### src/rtl/pc_flow_controller.sv
`default_nettype none
// ============================================================================
// Module      : pc_flow_controller
// Description : Fetch-PC register with branch/jump redirect, stall hold and
//               post-redirect flush sequencing.
// Revision    : 1.0 - initial release
// ============================================================================
module pc_flow_controller #(
    parameter logic [31:0] RESET_PC = 32'h0000_0000,
    parameter int unsigned BR_FLUSH = 2
) (
    input  logic        clk,
    input  logic        rst_n,
    input  logic        in_stall,
    input  logic        in_branch_taken,
    input  logic [31:0] in_branch_target,
    input  logic        in_jump,
    input  logic [31:0] in_jump_target,
    output logic [31:0] out_pc,
    output logic        out_branch_sel,
    output logic        out_jump_sel,
    output logic        out_flush,
    output logic [1:0]  out_state
);

    localparam logic [1:0]  C_ST_RUN     = 2'b00;
    localparam logic [1:0]  C_ST_STALL   = 2'b01;
    localparam logic [1:0]  C_ST_FLUSH   = 2'b10;
    localparam logic [1:0]  C_BR_FLUSH   = BR_FLUSH[1:0];
    localparam logic [31:0] C_ALIGN_MASK = 32'hFFFF_FFFC;
    localparam logic [31:0] C_PC_STEP    = 32'd4;

    logic [1:0]  state_q, state_d;
    logic [1:0]  fcnt_q,  fcnt_d;
    logic [31:0] pc_q,    pc_d;
    logic        w_in_flush;
    logic        w_br_acc;
    logic        w_jmp_acc;

    // Redirect requests arriving during FLUSH come from wrong-path instructions.
    // Gating with rst_n keeps the mux selects quiet while reset is held.
    assign w_in_flush = (state_q == C_ST_FLUSH);
    assign w_br_acc   = rst_n & in_branch_taken & ~w_in_flush;
    assign w_jmp_acc  = rst_n & in_jump & ~in_stall & ~w_in_flush & ~w_br_acc;

    // State register
    always_ff @(posedge clk or negedge rst_n) begin
        if (!rst_n) begin
            state_q <= C_ST_RUN;
            fcnt_q  <= 2'd0;
            pc_q    <= RESET_PC;
        end else begin
            state_q <= state_d;
            fcnt_q  <= fcnt_d;
            pc_q    <= pc_d;
        end
    end

    // Next-state and next-PC logic
    always_comb begin
        state_d = state_q;
        fcnt_d  = fcnt_q;
        pc_d    = pc_q + C_PC_STEP;

        if (w_br_acc) begin
            pc_d = in_branch_target & C_ALIGN_MASK;
        end else if (w_jmp_acc) begin
            pc_d = in_jump_target & C_ALIGN_MASK;
        end else if (in_stall) begin
            pc_d = pc_q;
        end

        if (w_br_acc) begin
            state_d = C_ST_FLUSH;
            fcnt_d  = C_BR_FLUSH;
        end else if (w_jmp_acc) begin
            state_d = C_ST_FLUSH;
            fcnt_d  = 2'd1;
        end else begin
            case (state_q)
                C_ST_RUN, C_ST_STALL: begin
                    state_d = in_stall ? C_ST_STALL : C_ST_RUN;
                end
                C_ST_FLUSH: begin
                    if (fcnt_q <= 2'd1) begin
                        fcnt_d  = 2'd0;
                        state_d = in_stall ? C_ST_STALL : C_ST_RUN;
                    end else begin
                        fcnt_d  = fcnt_q - 2'd1;
                    end
                end
                default: begin
                    state_d = C_ST_RUN;
                    fcnt_d  = 2'd0;
                end
            endcase
        end
    end

    // Outputs
    always_comb begin
        out_pc         = pc_q;
        out_state      = state_q;
        out_flush      = w_in_flush;
        out_branch_sel = w_br_acc;
        out_jump_sel   = w_jmp_acc;
    end

endmodule
`default_nettype wire

### config.mk
export PLATFORM = sky130hd
export DESIGN_NAME = pc_flow_controller
export DESIGN_NICKNAME = d
export VERILOG_FILES = /design/src/rtl/pc_flow_controller.sv
export SDC_FILE = /design/constraint.sdc
export NUM_CORES = 1
export LEC_CHECK = 0
export CAP_MARGIN = 15
export CORE_ASPECT_RATIO = 0.7
export CORE_UTILIZATION = 39
export DETAILED_ROUTE_END_ITERATION = 16
export PLACE_DENSITY = 0.82
export SLEW_MARGIN = 20
export SYNTH_ARGS = -nofsm -noshare
export SYNTH_HDL_FRONTEND = slang
export SYNTH_SLANG_ARGS = --single-unit
### constraint.sdc
create_clock -name clk -period 2.1 [get_ports clk]
set_clock_uncertainty 0.05 [all_clocks]
set_input_delay 0.63 -clock clk [delete_from_list [all_inputs] [get_ports clk]]
set_output_delay 0.63 -clock clk [all_outputs]
set_load 0.02 [all_outputs]
==> impl_metrics.yaml <==
critical_path:
  path_cells: "clkdlybuf4s50_1"
  critPathMaxStageDelay_ps: 650
  critPathCaptureType: "primary output"
  critical_path_depth: 1
  r2r_slack_ps: 130
  worstReg2RegEnd: "out_pc[20]$_DFFE_PN0P_"
  crit_type: "register to primary output"
  start_kind: "register"
  crit_arrival_ps: 1390
  cpLargestDelayFamily: "buffers and inverters"
  cp_num_buf_inv: 1
  r2r_start: "out_pc[3]$_DFFE_PN0P_"
  crit_slowest_cell: "clkdlybuf4s50_1"
  worstRegToRegCells: 7
  path_max_fanout: 6
  critical_path_required_ps: 1420
clocking:
  cts_made_buffers: 5
  h-tree-depth: 2
  clock_latency_ps: 280
  tritoncts: "yes"
  cts_sinks: 34
  clk_pin_slew_ps: 70
  clk_path_buf_depth: 2
  cts_root_buf: "clkbuf_8"
floorplanning:
  die_w_um: 96.8
  coreArea_sq_um: 5900
  die_h_um: 68.3
  start_util: 0.416
  rows: 23
  ioPinCount: 106
  dieArea_sq_um: 6610
sta:
  fin_crit_sh: 0.986
  hold_violations: 0
  tns_ps: 0
  fin_ws_ps: 30.2
  setup_violations: 0
  drv_slew: 0
  fin_hold_ws_ps: 267
  fin_crit_ps: 2070
  fmax_mhz: 483
  rsz0062_at_grt: "true"
drt:
  wl_per_cell_um: 17.4
  num_vias: 2991
  ant_nets: 0
  remaining_drc_errors: 0
  drt-initial-drc-count: 245
  viasPerCell: 5.93
  firstDrtPassIters: 6
  detail_route.wirelength_um: 8770
logic_synthesis:
  yosys_warnings: 0
  ys.flop_type: "dfrtp_1"
  ys_seq_elements: 34
  seq_area_frac_synth: 0.347
  synth-compound-area-share: 0.283
  muxShareOfSynthArea: 0.0209
  synth_top_area_share: 0.347
  synth_cells: 300
  synthTopCellsByArea: "dfrtp_1 (35%), o21ai_0 (4.9%), a21oi_1 (4.7%)"
  synth_top_cell_by_area: "dfrtp_1"
  synth_xor_area_frac: 0.0214
  netlist_area_sq_um: 2450
  synthArstFlopShare: 1.00
  synth_top_family_by_area: "compound AO/OA/AOI/OAI gates"
  yosys.area_share.simple: 0.264
  ys_types: 58
  synth_edf_count: 0
  syn_area_per_cell_sq_um: 8.17
  synth_fa_ha_area_frac: 0.00510
placement:
  post-place-ws_ps: -723
  portBuffers: 99
  hpwlAfterDp_um: 6450
  gp_congestion: 0.871
hold_path:
  holdCritPathClass: "input port to asynchronous set/reset pin"
power:
  leakagePower_nw: 1.72
  ir_drop_v: 0.000386
  power_density_nw_per_um2: 750
global_routing:
  grt-ovfl-total: 0
  antenna_found_initial: 1
  grt_pass1_wl_um: 14300
  grtUsageTotal: 0.272
  grt_max_degree: 34
  first_global_vias: 2875
status:
  status: "completed"
final_layout:
  drive_gt1_frac: 0.171
  post-route-util: 0.656
  fill_cells: 481
  fin_nets: 499
  syn_to_final_growth_pct: 57.7
job:
  maxCapViolCount: 0
final cells by class:
| type | instances | area, sq um | share of cell area |
|---|---|---|---|
| diodes | 1 | 2.50 | 0.000647 |
| well taps | 75 | 93.8 | 0.0243 |
| multi-input cells | 236 | 1480 | 0.383 |
| clock buffers | 6 | 82.6 | 0.0214 |
| inverters | 10 | 37.5 | 0.00971 |
| flip-flops and latches | 34 | 852 | 0.220 |
| repair buffers | 142 | 1320 | 0.341 |
worst max-delay path by stage:
stage	slack, ps	end	startpoint
5_1_grt	-20	out_pc[29]$_DFFE_PN0P_	out_pc[5]$_DFFE_PN0P_
4_1_cts	1	out_jump_sel	in_stall
6_report	30	out_pc[10]	out_pc[10]$_DFFE_PN0P_
3_3_place_gp	-720	out_jump_sel	in_jump
2_1_floorplan	2	out_jump_sel	in_stall
3_5_place_dp	-720	out_jump_sel	in_jump
cell usage in the layout, fill, tap and decap left out, types with 3 or more instances in the layout:
| cell | netlist | routed |
|---|---|---|
| a222oi_1 | 3 | 3 |
| a221oi_1 | 5 | 5 |
| nor2_1 | 20 | 20 |
| nand2_1 | 30 | 29 |
| a21oi_1 | 23 | 23 |
| dlymetal6s2s_1 | 0 | 9 |
| and3_1 | 13 | 12 |
| o22ai_1 | 5 | 5 |
| nor3_1 | 4 | 4 |
| inv_1 | 9 | 7 |
| nand3_1 | 16 | 16 |
| a31oi_1 | 5 | 5 |
| clkbuf_8 | 0 | 6 |
| buf_4 | 5 | 43 |
| o211ai_1 | 6 | 6 |
| dfrtp_1 | 34 | 33 |
| and2_1 | 4 | 3 |
| dlygate4sd2_1 | 0 | 3 |
| nand2_2 | 2 | 3 |
| o21ai_0 | 24 | 24 |
| or3_1 | 4 | 4 |
| nor4_1 | 4 | 4 |
| xor2_1 | 4 | 4 |
| clkdlybuf4s50_1 | 0 | 81 |
| a22oi_1 | 5 | 5 |
| mux2i_1 | 4 | 4 |
| nand4_1 | 8 | 8 |
| clkbuf_2 | 0 | 3 |
cell usage after synthesis, types with 2 or more instances:
library cell	number
mux2i_1	4
o22ai_1	5
a211o_1	2
or4_1	2
o21a_1	2
nand3_1	16
and3_1	13
nor4_1	4
xnor2_1	2
xor2_1	4
and4_1	2
a22oi_1	5
buf_2	5
nor2_1	20
a22o_1	2
a31oi_1	5
inv_1	9
a222oi_1	3
nand2b_1	2
o2111ai_1	2
a21oi_1	23
clkbuf_1	11
o21ai_0	24
and2_1	4
o31ai_1	2
nor3_1	4
buf_4	5
o311ai_0	3
or3_1	4
a21o_1	2
dfrtp_1	34
a221oi_1	5
o211ai_1	6
nand2_2	2
nand2_1	30
o211a_1	2
nor4_4	2
nand4_1	8
registers in the layout (all words and copies together) (netlist names):
name       count
out_pc        30
fcnt_q         2
out_state      2
timing repair:
item | 4_1_cts | 5_1_grt
hold buffers | 0 | 0
endpoints found under the setup margin | 17 | 21
pin swaps | 0 | 2
buffers inserted | 0 | 1
gates resized for setup | 19 | 25
logic make-up (layout without fill, tap and decap cells):
kind of cell / count (synthesis) / after routing
AOI/OAI and AO/OA: 104 / 104
xor gates and xnor gates: 6 / 6
adders and majority gates: 1 / 1
buffers and inverters: 31 / 158
DFF: 34 / 34
muxes: 5 / 5
other: 1 / 3
and+or+nand+nor: 118 / 118
per-layer routing:
metal,track usage,up-vias,share of wire
met4,0.0746,0,0.013
li1,-,1396,-
met2,0.427,168,0.44
met3,0.0684,17,0.093
met1,0.374,1410,0.45
met5,0,-,0
where the power goes:
| group | leakage (nW) | internal [mW] | total (mW) | switching (mW) |
|---|---|---|---|---|
| clock network | 0.0431 | 0.253 | 0.483 | 0.230 |
| registers | 0.397 | 0.818 | 1.07 | 0.251 |
| logic | 1.28 | 0.679 | 1.35 | 0.670 |
through the flow:
step	total power, mW	instance area, sq um	std cells
after floorplan	1.71	2460	301
after global placement	2.38	3750	496
after detailed placement	2.42	3750	496
after CTS	2.90	3830	502
after global routing	3.07	3870	504
final	2.90	3870	504
Power figures use the tool's default switching activity.
